## src/rtl/mc_pkg.sv

```systemverilog
// Shared definitions for the multi-cycle multiply/divide unit: op encodings,
// FSM state encoding and datapath sizing.
package mc_pkg;

    localparam int MC_WIDTH = 32;
    localparam int MC_ITERS = 32;

    typedef enum logic [1:0] {
        MC_UMUL = 2'b00,
        MC_SMUL = 2'b01,
        MC_UDIV = 2'b10,
        MC_SDIV = 2'b11
    } mc_op_e;

    typedef enum logic [1:0] {
        ST_IDLE    = 2'b00,
        ST_COMPUTE = 2'b01,
        ST_DONE    = 2'b10
    } mc_state_e;

endpackage

```

## src/rtl/mc_signfix.sv

```systemverilog
// Conditional two's-complement negate; yields a magnitude on operand entry and
// restores the sign on result exit.
module mc_signfix #(
    parameter int W = 32
) (
    input  logic [W-1:0] val_i,
    input  logic         neg_i,
    output logic [W-1:0] val_o
);

    assign val_o = neg_i ? -val_i : val_i;

endmodule

```

## src/rtl/mcycle_unit.sv

```systemverilog
// Iterative 32x32 multiply / 32/32 divide, one shift-add or restoring
// shift-subtract step per cycle on operand magnitudes.
//   state      | meaning
//   ST_IDLE    | waiting for Start; Busy follows Start
//   ST_COMPUTE | 32 iterations, counter 0..31
//   ST_DONE    | results valid, Done pulses for one cycle
module mcycle_unit
    import mc_pkg::*;
(
    input  logic                CLK,
    input  logic                Reset,
    input  logic                Start,
    input  logic [1:0]          MCOp,
    input  logic [MC_WIDTH-1:0] Operand1,
    input  logic [MC_WIDTH-1:0] Operand2,
    output logic [MC_WIDTH-1:0] Result1,
    output logic [MC_WIDTH-1:0] Result2,
    output logic                Busy,
    output logic                Done
);

    localparam logic [5:0] LAST_CNT = 6'(MC_ITERS - 1);

    mc_state_e           state_q;
    mc_op_e              op_q;
    logic [5:0]          cnt_q;
    logic [MC_WIDTH-1:0] m_q;
    logic [MC_WIDTH-1:0] hi_q;
    logic [MC_WIDTH-1:0] lo_q;
    logic                neg_q;
    logic                neg_rem_q;
    logic [MC_WIDTH-1:0] res1_q;
    logic [MC_WIDTH-1:0] res2_q;
    logic                done_q;

    mc_op_e                op_in;
    logic                  in_signed;
    logic                  in_div;
    logic                  is_div;
    logic [MC_WIDTH-1:0]   mag1;
    logic [MC_WIDTH-1:0]   mag2;
    logic [MC_WIDTH:0]     mul_sum;
    logic [MC_WIDTH:0]     trial;
    logic [MC_WIDTH-1:0]   diff;
    logic [MC_WIDTH-1:0]   hi_d;
    logic [MC_WIDTH-1:0]   lo_d;
    logic [2*MC_WIDTH-1:0] prod_fix;
    logic [MC_WIDTH-1:0]   quo_fix;
    logic [MC_WIDTH-1:0]   rem_fix;

    assign op_in     = mc_op_e'(MCOp);
    assign in_signed = (op_in == MC_SMUL) || (op_in == MC_SDIV);
    assign in_div    = (op_in == MC_UDIV) || (op_in == MC_SDIV);
    assign is_div    = (op_q == MC_UDIV) || (op_q == MC_SDIV);

    mc_signfix #(.W(MC_WIDTH)) u_mag1 (
        .val_i (Operand1),
        .neg_i (in_signed & Operand1[MC_WIDTH-1]),
        .val_o (mag1)
    );

    mc_signfix #(.W(MC_WIDTH)) u_mag2 (
        .val_i (Operand2),
        .neg_i (in_signed & Operand2[MC_WIDTH-1]),
        .val_o (mag2)
    );

    // hi holds the partial product / remainder, lo the multiplier / quotient.
    assign mul_sum = {1'b0, hi_q} + (lo_q[0] ? {1'b0, m_q} : '0);
    assign trial   = {hi_q, lo_q[MC_WIDTH-1]};
    assign diff    = trial[MC_WIDTH-1:0] - m_q;

    always_comb begin
        hi_d = hi_q;
        lo_d = lo_q;
        if (is_div) begin
            if (trial >= {1'b0, m_q}) begin
                hi_d = diff;
                lo_d = {lo_q[MC_WIDTH-2:0], 1'b1};
            end else begin
                hi_d = trial[MC_WIDTH-1:0];
                lo_d = {lo_q[MC_WIDTH-2:0], 1'b0};
            end
        end else begin
            hi_d = mul_sum[MC_WIDTH:1];
            lo_d = {mul_sum[0], lo_q[MC_WIDTH-1:1]};
        end
    end

    mc_signfix #(.W(2*MC_WIDTH)) u_fix_prod (
        .val_i ({hi_d, lo_d}),
        .neg_i (neg_q),
        .val_o (prod_fix)
    );

    mc_signfix #(.W(MC_WIDTH)) u_fix_quo (
        .val_i (lo_d),
        .neg_i (neg_q),
        .val_o (quo_fix)
    );

    mc_signfix #(.W(MC_WIDTH)) u_fix_rem (
        .val_i (hi_d),
        .neg_i (neg_rem_q),
        .val_o (rem_fix)
    );

    always_ff @(posedge CLK) begin
        if (Reset) begin
            state_q   <= ST_IDLE;
            op_q      <= MC_UMUL;
            cnt_q     <= '0;
            m_q       <= '0;
            hi_q      <= '0;
            lo_q      <= '0;
            neg_q     <= 1'b0;
            neg_rem_q <= 1'b0;
            res1_q    <= '0;
            res2_q    <= '0;
            done_q    <= 1'b0;
        end else begin
            done_q <= 1'b0;
            case (state_q)
                ST_IDLE: begin
                    if (Start) begin
                        op_q  <= op_in;
                        cnt_q <= '0;
                        hi_q  <= '0;
                        m_q   <= in_div ? mag2 : mag1;
                        lo_q  <= in_div ? mag1 : mag2;
                        // Divide by zero keeps the quotient unnegated so it stays all ones;
                        // the remainder correction then reproduces the dividend exactly.
                        neg_q     <= in_signed & (Operand1[MC_WIDTH-1] ^ Operand2[MC_WIDTH-1])
                                     & ~(in_div & (Operand2 == '0));
                        neg_rem_q <= in_signed & Operand1[MC_WIDTH-1];
                        state_q   <= ST_COMPUTE;
                    end
                end
                ST_COMPUTE: begin
                    hi_q  <= hi_d;
                    lo_q  <= lo_d;
                    cnt_q <= cnt_q + 6'd1;
                    if (cnt_q == LAST_CNT) begin
                        state_q <= ST_DONE;
                        done_q  <= 1'b1;
                        if (is_div) begin
                            res1_q <= quo_fix;
                            res2_q <= rem_fix;
                        end else begin
                            res1_q <= prod_fix[MC_WIDTH-1:0];
                            res2_q <= prod_fix[2*MC_WIDTH-1:MC_WIDTH];
                        end
                    end
                end
                ST_DONE: state_q <= ST_IDLE;
                default: state_q <= ST_IDLE;
            endcase
        end
    end

    assign Busy    = ~Reset & (((state_q == ST_IDLE) & Start) | (state_q == ST_COMPUTE));
    assign Done    = done_q;
    assign Result1 = res1_q;
    assign Result2 = res2_q;

endmodule

```

## config.mk

```make
export PLATFORM = sky130hd
export DESIGN_NAME = mcycle_unit
export DESIGN_NICKNAME = d
export VERILOG_FILES = /design/src/rtl/mc_pkg.sv /design/src/rtl/mc_signfix.sv /design/src/rtl/mcycle_unit.sv
export SDC_FILE = /design/constraint.sdc
export NUM_CORES = 1
export LEC_CHECK = 0
export ABC_AREA = 1
export BUFFER_PORTS_ARGS = -buffer_cell sky130_fd_sc_hd__buf_2
export CORE_MARGIN = 4
export CORE_UTILIZATION = 45
export CTS_CLUSTER_DIAMETER = 120
export CTS_CLUSTER_SIZE = 24
export DETAILED_ROUTE_END_ITERATION = 10
export SYNTH_ARGS = -nofsm -noshare
export SYNTH_HDL_FRONTEND = slang
export SYNTH_HIERARCHICAL = 1
export SYNTH_SLANG_ARGS = --single-unit
```

## constraint.sdc

```tcl
create_clock -name CLK -period 5 [get_ports CLK]
set_clock_uncertainty 0.1 [all_clocks]
set_input_delay 0.25 -clock CLK [delete_from_list [all_inputs] [get_ports CLK]]
set_output_delay 0.25 -clock CLK [all_outputs]
set_load 0.02 [all_outputs]
```

==> summary.md, run 1 <==
| Metric | Value |
|---|---|
| Post-CTS setup-driven buffer insertion count | `0` |
| Power density over cell area | `252 nW/um2` |
| IO Port Bufs | `134` |
| Most prevalent standard cell on the critical path | `sky130_fd_sc_hd__nand2_1` |
| Clock tree from TritonCTS | `yes` |
| Final std cells w/o fill | `4,520` |
| RR Startpoint | `lo_q[31]` |
| Latest clock arrival within the worst-skew pair | `approximately 0.48 ns` |
| Highest-delay cell along the critical path | `sky130_fd_sc_hd__fa_1` |
| Vias in the first global route | `about 22,000` |
| Post-Route Setup TNS | `0 ns` |
| Total detailed-routing wirelength | `about 79,000 um` |
| Post-Syn Area | `20,800 um2` |
| Clock root buffer master | `sky130_fd_sc_hd__clkbuf_16` |
| Clock transition at the registers of the reported paths | `0.08 ns` |
| Maximum number of pins on one net before global-route repair | `85` |
| Power spent charging and discharging nets | `~2.7 mW` |
| Worst vdd rail ir drop | `0.197 mV` |
| Ordered cell list for the critical path | `inv_1, ha_1, inv_1, fa_1, nand3_1, nand3_1, nand2_1, nand2_1, nand2_1, nand2_1, xnor2_1, nand3_1, and3_2, nor2_1, nand2_1, nor2_1, nand2_1, o21ai_0, nand3_1, nand2_1, nand2_1, nand2_1, nand3_1, a21oi_1` |
| Data required time of the critical path | `approximately 5.3 ns` |
| Final hold violation count | `0` |
| Combinational cell fraction of total power | `48.6%` |
| Sort of element at the start of the critical path | `flop` |
| Seq/Total Area, Yosys | `around 17%` |
| Transition time at the pin with the least slew margin | `roughly 1.1 ns` |
| CORE AREA | `around 46,000 um2` |
| Static leakage | `between 10 and 15 nW` |
| Synthesized netlist net count | `between 3,000 and 4,000` |
| Global-route wire length before repair | `about 120,000 um` |
| Routed length on met3 | `about 6000 um` |
| Depth of the worst hold-timing path | `3` |
| Initial antenna violation count | `0` |
| Post-synthesis async set-or-reset flop share | `0%` |
| Num rows | `78` |
| Minimum clock period after layout | `around 4.4 ns` |
| CTS sink count | `172` |
| Area added between synthesis and finish | `8.21%` |
| Family of cells with the greatest summed delay on the critical path | `simple AND/OR/NAND/NOR gates` |
| CP max stage delay | `roughly 0.47 ns` |
| Total length of routed met2 wires | `between 30,000 and 40,000 um` |
| Average via count per standard cell | `5.35` |
| Final max-slew violation count | `0` |
| Number of synthesized register bits | `~170` |
| Syn Area/Cell | `about 5.4 um2` |
| Placer congestion estimate | `around 1` |
| Synth area leader | `sky130_fd_sc_hd__nand2_1` |
| Endpoint type of the worst setup path | `flop` |
| Class of the tightest hold or removal check | `in2reg` |
| Sw Share | `~47%` |
| Height of the chip | `223 um` |
| Reg-to-reg slack, setup | `about 0.57 ns` |
| Die extent in x | `around 220 um` |
| Max transition margin | `24.7%` |
| Final worst path period share | `approximately nine tenths` |
| Ant diodes | `0` |
| WL met1 | `~35,000 um` |
| Reg power frac | `between 20% and 30%` |
| Number of enable-type register cells in the synthesized netlist | `0` |
| I/O pin total | `135` |
| Dominant register cell in the synthesized netlist | `sky130_fd_sc_hd__dfxtp_1` |
| # Max-Cap Violations | `0` |
| Final setup violating endpoints | `0` |
| Type of the setup path with the least slack | `reg2reg` |
| Number of buffers created by CTS | `17` |
| Residual overflow from global routing | `0` |
| Number of fill cells in the layout | `around 5,200` |
| Via count of the routed design | `around 24,000` |
| Yosys cell types | `54` |
| Main area contributors after synthesis | `sky130_fd_sc_hd__nand2_1 26%, sky130_fd_sc_hd__dfxtp_1 17%, sky130_fd_sc_hd__inv_1 8.3%` |
| Reg2Reg Capture Point | `Result2[21]` |
| Setup repair after global routing missed its margin | `no` |
| Drt first-iter violations | `2,251` |
| Internal power summed over all cells | `3.00 mW` |
| Detailed-router iteration count before antenna repair | `6` |
| Number of levels in the clock H-tree | `4` |
| Result of the run | `complete, no violations` |
| ANT nets after route | `0` |
| Worst Hold End | `neg_rem_q` |
| Initial Utilization | `45.7%` |
| Yosys Warn Count | `6` |
| Post-detailed-route wirelength per cell | `17.5 um` |
| Multi-input logic area | `14,800 um2` |
| Hpwl dp | `~62,000 um` |
| Area enclosed by the die boundary | `between 40,000 and 50,000 um2` |
| Share of final-layout standard cells stronger than drive strength 1 | `under 10%` |
| Area taken by flip-flops and latches | `approximately 3500 um2` |
| Uppermost signal routing layer after detailed routing | `met4` |
| Share of the synthesized area in the top cell type | `a little over a quarter` |
| Depth of the worst register-to-register path | `24` |
| HP Start | `MCOp[0]` |
| Cells after DPL | `about 4,500` |
| Total routing usage reported by global routing | `between 30% and 40%` |
| Critical-path maximum fanout | `6` |
| Crit path arrival time | `~4.7 ns` |
| Final layout net count | `approximately 4,000` |
| DRC viols | `0` |
| Post-synthesis cell count | `about 3,800` |
| Fmax | `226 MHz` |
| Number of buffers and inverters on the critical path | `2` |
| Clock share of power | `roughly 25%` |
| Largest buffer count on any clock path | `2` |
==> worst register-to-register path: cells and delay by family, from the launching register on <==
kind / cells / cell delay [ns]
simple gates: 17 / 2.15
fa+ha+maj: 2 / 0.62
compound gates: 2 / 0.53
xor+xnor: 1 / 0.43
flops: 1 / 0.33
buf+inv: 2 / 0.20
==> cell usage in the layout (no fill, tap or decap), types with 4 or more instances in the layout <==
cell and n:
sky130_fd_sc_hd__a21o_1 4, sky130_fd_sc_hd__a21oi_1 186, sky130_fd_sc_hd__a31oi_1 15, sky130_fd_sc_hd__and2_1 24, sky130_fd_sc_hd__and3_1 4, sky130_fd_sc_hd__buf_2 133
sky130_fd_sc_hd__buf_4 62, sky130_fd_sc_hd__clkbuf_16 18, sky130_fd_sc_hd__dfxtp_1 169, sky130_fd_sc_hd__ha_1 70, sky130_fd_sc_hd__inv_1 458, sky130_fd_sc_hd__inv_2 10
sky130_fd_sc_hd__mux2i_1 12, sky130_fd_sc_hd__nand2_1 1470, sky130_fd_sc_hd__nand2_2 33, sky130_fd_sc_hd__nand2_4 4, sky130_fd_sc_hd__nand3_1 319, sky130_fd_sc_hd__nand3_2 12
sky130_fd_sc_hd__nand3b_1 19, sky130_fd_sc_hd__nand4_1 53, sky130_fd_sc_hd__nor2_1 380, sky130_fd_sc_hd__nor2_2 36, sky130_fd_sc_hd__nor2_4 28, sky130_fd_sc_hd__nor3_1 12
sky130_fd_sc_hd__nor4_1 10, sky130_fd_sc_hd__o211ai_1 17, sky130_fd_sc_hd__o21ai_0 150, sky130_fd_sc_hd__o21ai_1 15, sky130_fd_sc_hd__o21ai_2 5, sky130_fd_sc_hd__o21ai_4 4
sky130_fd_sc_hd__o21bai_1 8, sky130_fd_sc_hd__o221ai_1 18, sky130_fd_sc_hd__or2_2 7, sky130_fd_sc_hd__xnor2_1 65, sky130_fd_sc_hd__xor2_1 47
==> layer usage <==
layer,up-vias,global-route usage (%)
met3,111,4.42
met5,-,0
met2,864,49.5
li1,12300,-
met1,10900,43.0
met4,0,8.51
==> cell usage after synthesis, drive strengths merged, types with 15 or more instances <==
master,instances
nand4,55
and2,24
o211ai,17
dfxtp,172
a21oi,189
nor2,446
nand3b,19
o221ai,18
ha,70
nand2,1507
inv,469
nand3,332
xnor2,65
xor2,47
a31oi,15
clkbuf,83
o21ai,174
buf,59
==> power groups by stage <==
| stage | clock network [mW] | logic [mW] | registers (mW) |
|---|---|---|---|
| floorplan | 0 | 1.98 | 1.49 |
| global placement | 0 | 2.70 | 1.53 |
| detailed placement | 0 | 2.69 | 1.53 |
| CTS | 1.44 | 2.70 | 1.50 |
| global route | 1.49 | 3.07 | 1.51 |
| finish | 1.42 | 2.76 | 1.50 |
==> timing repair <==
action / 4_1_cts / 5_1_grt
hold endpoints to repair: 1 / 0
setup endpoints to repair: 0 / 2
resized for setup: 0 / 1
hold buffers: 2 / 0
==> how the worst max path moves through the flow <==
| stage | start | end | depth (start not counted) |
|---|---|---|---|
| finish | lo_q[31] | Result2[21] | 24 |
| global route | lo_q[0] | Result2[31] | 23 |
| CTS | lo_q[0] | Result2[31] | 24 |
| detailed placement | lo_q[0] | Result2[31] | 24 |
| global placement | lo_q[0] | Result2[31] | 24 |
| floorplan | lo_q[0] | Result2[31] | 27 |
==> cell type report <==
type | count | area share, %
clock buffers | 19 | 2.06
clock inverters | 12 | 0.577
inverters | 470 | 7.84
multi-input cells | 3050 | 65.8
flip-flops and latches | 172 | 15.3
well taps | 600 | 3.33
repair buffers | 197 | 5.11
==> state kept, by name (all words and copies together) (netlist names) <==
name	count
lo_q	32
Result2	32
neg_rem_q	1
m_q	32
cnt_q	6
Done	1
op_q	1
state_q	2
hi_q	32
neg_q	1
Result1	32
==> metrics by stage <==
stage	area [um2]	utilization [%]	total power [mW]	setup slack (ns)	hold slack [ns]
after floorplan	20800	-	3.47	1.49	0.313
after detailed placement	21900	48.1	4.22	0.562	0.351
after global placement	21900	48.1	4.23	0.555	0.349
after global routing	22500	49.5	6.07	0.204	0.0282
after CTS	22500	49.5	5.64	0.537	0.00923
final	22500	49.5	5.68	0.572	0.0270
==> cells by family (layout without fill, tap and decap cells) <==
kind of cell	Yosys count	in the layout	synth area share, %
compound gates	435	435	11.7
buf+inv	613	698	12.4
fa+ha+maj	72	72	4.40
xor+xnor	112	112	4.71
simple gates	2419	2419	49.7
flops	172	172	16.5
mux	12	12	0.576
Note: power is estimated with default switching activity, not from simulation.
==> inputs of run 2 (changes only) <==
- ABC_AREA: 1 -> default
- REMOVE_ABC_BUFFERS: default -> 1
==> run 2 against run 1 <==
The flow now finishes with violations (negative setup slack). Sequential cell count is the same. Global-route usage shrank 2.5 points. Clock-buffer cell count is 2 lower. Clock power hardly changed. Synthesized cell count is 45% lower. First-iteration DRC count fell by 37%. Cell count down 35%. Wire length is 24% lower. Critical path type unchanged. Largest power group unchanged.
==> summary.md, run 2 <==
| Metric | Value |
|---|---|
| Result of the run | `complete, but fails checks` |
| Failing checks | `negative setup slack` |
| Latest clock arrival within the worst-skew pair | `0.47 ns (about the same)` |
| Drt first-iter violations | `1,418 (-37%)` |
| Instance area at placement | `19,700 um2 (-10%)` |
| # Max-Cap Violations | `0 (unchanged)` |
| Yosys cell types | `83 (+54%)` |
| ANT nets after route | `0 (unchanged)` |
| Class of the tightest hold or removal check | `in2reg` |
| Post-Layout Inst Area | `21,300 um2 (-5.4%)` |
| Final max-slew violation count | `0 (unchanged)` |
| Via count of the routed design | `17,500 (-28%)` |
| Crit path arrival time | `5.42 ns (+0.69 ns)` |
| Maximum number of pins on one net before global-route repair | `125 (+47%)` |
| Max transition margin | `18.4% (-6.3 points)` |
| Transition time at the pin with the least slew margin | `1.21 ns (+0.0934 ns)` |
| Post-CTS Hold Fix Bufs | `0 (-2)` |
| Reg-to-reg slack, setup | `-0.13 ns (-0.70 ns)` |
| Depth of the worst register-to-register path | `18 (-25%)` |
| Most numerous cell types in the synthesized netlist | `249 x sky130_fd_sc_hd__nor2_1, 213 x sky130_fd_sc_hd__xnor2_1, 172 x sky130_fd_sc_hd__dfxtp_1` |
| Area added between synthesis and finish | `27.4%` |
| Ant diodes | `0 (unchanged)` |
| Family of cells with the greatest summed delay on the critical path | `simple AND/OR/NAND/NOR gates` |
| Final hold violation count | `0 (unchanged)` |
| I/O pin total | `135 (unchanged)` |
| Final worst path period share | `103% (+14 points)` |
| Seq/Total Area, Yosys | `20.6% (+4.0 points)` |
| Number of buffers and inverters on the critical path | `2 (unchanged)` |
| Area enclosed by the die boundary | `40,400 um2 (-19%)` |
| Static leakage | `8.73 nW (-25%)` |
| Setup repair after global routing missed its margin | `yes` |
| Critical-path maximum fanout | `5 (-1)` |
| CTS sink count | `172 (unchanged)` |
| Most common library cell in the layout ignoring fill and taps | `sky130_fd_sc_hd__buf_4` |
| Total power draw | `5.00 mW (-12%)` |
| Top library cells by usage in the layout, fill and taps aside | `314 x sky130_fd_sc_hd__buf_4, 246 x sky130_fd_sc_hd__nor2_1, 212 x sky130_fd_sc_hd__xnor2_1` |
| DRC viols | `0 (unchanged)` |
| Average via count per standard cell | `5.98 (+12%)` |
| Global-route wire length before repair | `93,400 um (-24%)` |
| Detailed-router iteration count before antenna repair | `6 (unchanged)` |
| Post-Route Setup TNS | `-0.730 ns (-0.730 ns)` |
| Total routing usage reported by global routing | `28.3% (-2.5 points)` |
| Yosys Warn Count | `6 (unchanged)` |
| Number of enable-type register cells in the synthesized netlist | `0 (unchanged)` |
| Clock transition at the registers of the reported paths | `0.08 ns (about the same)` |
| Final setup violating endpoints | `12 (+12)` |
| Endpoint type of the worst setup path | `flop` |
| Initial Utilization | `45.6% (-0.081 points)` |
| Leading cell type by number of instances after synthesis | `sky130_fd_sc_hd__nor2_1` |
| IO Port Bufs | `134 (unchanged)` |
| Final std cells w/o fill | `2,930 (-35%)` |
| Reg2Reg Capture Point | `Result2[27]` |
| Most prevalent standard cell on the critical path | `sky130_fd_sc_hd__or4_4` |
| CORE AREA | `36,700 um2 (-19%)` |
| Share of the core filled with cells in the final layout | `58.1% (+8.7 points)` |
| Num rows | `70 (-10%)` |
| Minimum clock period after layout | `5.13 ns (+0.704 ns)` |
| Height of the chip | `201 um (-10%)` |
| Post-synthesis cell count | `2,109 (-45%)` |
| Clock tree from TritonCTS | `yes` |
| Depth of the worst hold-timing path | `3 (unchanged)` |
| Number of buffers created by CTS | `17 (unchanged)` |
| Power density over cell area | `234 nW/um2 (-7.0%)` |
| Post-synthesis async set-or-reset flop share | `0% (unchanged)` |
| Cells after DPL | `2,865 (-36%)` |
| Synth area leader | `sky130_fd_sc_hd__dfxtp_1` |
| Data required time of the critical path | `5.29 ns (about the same)` |
| Setup ws final | `-0.132 ns (-0.704 ns)` |
| Post-Syn Area | `16,700 um2 (-20%)` |
| Worst vdd rail ir drop | `0.274 mV (+39%)` |
| Ordered cell list for the critical path | `inv_2, ha_4, a21oi_4, o21ai_1, or3_1, or4b_4, a311oi_4, a21oi_4, buf_6, mux2i_2, a21oi_2, or4_4, or4_4, or4_4, o41ai_4, xnor2_1, mux2i_1, a211oi_1` |
| Sort of element at the start of the critical path | `flop` |
| Residual overflow from global routing | `0 (unchanged)` |
| Type of the setup path with the least slack | `reg2reg` |
| CP max stage delay | `0.58 ns (+0.11 ns)` |
| Final layout net count | `2,590 (-36%)` |
| Number of synthesized register bits | `172 (unchanged)` |
| Post-detailed-route wirelength per cell | `20.5 um (+18%)` |
| Die extent in x | `201 um (-10%)` |
| HP Start | `MCOp[0]` |
| Fmax | `195 MHz (-14%)` |
| Clock root buffer master | `sky130_fd_sc_hd__clkbuf_16` |
| Worst Hold End | `neg_q` |
| Hpwl dp | `46,000 um (-26%)` |
| Total detailed-routing wirelength | `60,100 um (-24%)` |
| Share of final-layout standard cells stronger than drive strength 1 | `27.8% (+18 points)` |
| Placer congestion estimate | `0.944 (-5.4%)` |
| Share of the synthesized area in the top cell type | `20.6% (-5.9 points)` |
| Syn Area/Cell | `7.94 um2 (+46%)` |
| Number of levels in the clock H-tree | `4 (unchanged)` |
| Dominant register cell in the synthesized netlist | `sky130_fd_sc_hd__dfxtp_1` |
| Main area contributors after synthesis | `sky130_fd_sc_hd__dfxtp_1 21%, sky130_fd_sc_hd__xnor2_1 11%, sky130_fd_sc_hd__mux2i_1 9.3%` |
| Highest-delay cell along the critical path | `sky130_fd_sc_hd__or4b_4` |
| Vias in the first global route | `16,700 (-24%)` |
| Initial antenna violation count | `0 (unchanged)` |
| Largest buffer count on any clock path | `2 (unchanged)` |
| RR Startpoint | `m_q[16]` |
run 2: changes by cell type after synthesis, moves of 39 or more:
cell | before | now
sky130_fd_sc_hd__o41ai_1 | 0 | 51
sky130_fd_sc_hd__nand3_1 | 320 | 19
sky130_fd_sc_hd__nand2_1 | 1471 | 118
sky130_fd_sc_hd__nor2_1 | 381 | 249
sky130_fd_sc_hd__mux2i_1 | 12 | 155
sky130_fd_sc_hd__o31ai_1 | 0 | 57
sky130_fd_sc_hd__a211oi_1 | 2 | 103
sky130_fd_sc_hd__xnor2_1 | 65 | 213
sky130_fd_sc_hd__a21o_1 | 4 | 44
sky130_fd_sc_hd__a21oi_1 | 186 | 86
sky130_fd_sc_hd__clkbuf_1 | 72 | 111
sky130_fd_sc_hd__inv_1 | 459 | 70
sky130_fd_sc_hd__o21ai_0 | 150 | 81
run 2: layout make-up:
type,count,area [um2]
clock inverter,15,185
clock buffer,17,425
multi-input combinational,1726,13200
timing repair buffer,461,3230
tap,468,586
inverter,71,267
fill,3423,15400
sequential,172,3460
run 2: cell families (layout without fill, tap and decap cells):
kind of cell | Yosys count | in the layout | synth area share [%]
flops | 172 | 172 | 20.6
xor+xnor | 228 | 228 | 11.9
fa+ha+maj | 72 | 72 | 5.47
compound gates | 585 | 585 | 25.5
buf+inv | 211 | 564 | 5.12
simple gates | 651 | 651 | 19.8
mux | 190 | 190 | 11.6
run 2: worst reg2reg max path, cell delays in order, from the launching register on:
cell                       delay [ns]
sky130_fd_sc_hd__dfxtp_2         0.33
sky130_fd_sc_hd__inv_2           0.04
sky130_fd_sc_hd__ha_4            0.23
sky130_fd_sc_hd__a21oi_4         0.16
sky130_fd_sc_hd__o21ai_1         0.09
sky130_fd_sc_hd__or3_1           0.31
sky130_fd_sc_hd__or4b_4          0.58
sky130_fd_sc_hd__a311oi_4        0.29
sky130_fd_sc_hd__a21oi_4         0.14
sky130_fd_sc_hd__buf_6           0.15
sky130_fd_sc_hd__mux2i_2         0.18
sky130_fd_sc_hd__a21oi_2         0.10
sky130_fd_sc_hd__or4_4           0.56
sky130_fd_sc_hd__or4_4           0.51
sky130_fd_sc_hd__or4_4           0.52
sky130_fd_sc_hd__o41ai_4         0.25
sky130_fd_sc_hd__xnor2_1         0.17
sky130_fd_sc_hd__mux2i_1         0.10
sky130_fd_sc_hd__a211oi_1        0.22
run 2: how the worst max path moves through the flow:
| stage | start | to | slack, ns | cells after the start |
|---|---|---|---|---|
| 6_report | m_q[16] | Result2[27] | -0.13 | 18 |
| 3_3_place_gp | m_q[1] | Result2[26] | -0.31 | 18 |
| 4_1_cts | m_q[1] | Result2[25] | -0.01 | 19 |
| 3_5_place_dp | m_q[1] | Result2[26] | -0.37 | 18 |
| 2_1_floorplan | op_q[1] | Result2[31] | -4.03 | 10 |
| 5_1_grt | m_q[16] | Result2[27] | -0.28 | 18 |
run 2: report_power, final:
| part | internal (mW) | switching (mW) |
|---|---|---|
| Sequential | 1.42 | 0.0500 |
| Clock | 0.685 | 0.733 |
| Combinational | 0.905 | 1.20 |
run 2: through the flow:
stage / hold WS [ns] / setup WS (ns)
global placement: 0.383 / -0.308
global route: 0.0571 / -0.281
detailed placement: 0.388 / -0.365
floorplan: 0.219 / -4.03
CTS: 0.0503 / -0.00991
finish: 0.0719 / -0.132
run 2: per-layer routing:
layer / routed length (um) / GRT usage [%] / vias up / part of all wire [%]
met5: 0 / 0 / - / 0
met4: 1800 / 9.17 / 0 / 3.0
met3: 3090 / 2.71 / 81 / 5.1
met2: 28000 / 47.2 / 565 / 47
met1: 27200 / 38.5 / 8314 / 45
li1: - / - / 8547 / -
run 2: timing repair:
| item | 4_1_cts | 5_1_grt |
|---|---|---|
| endpoints found under the setup margin | 38 | 43 |
| resized for setup | 73 | 73 |
| pin swaps | 24 | 29 |
| setup buffers | 15 | 18 |
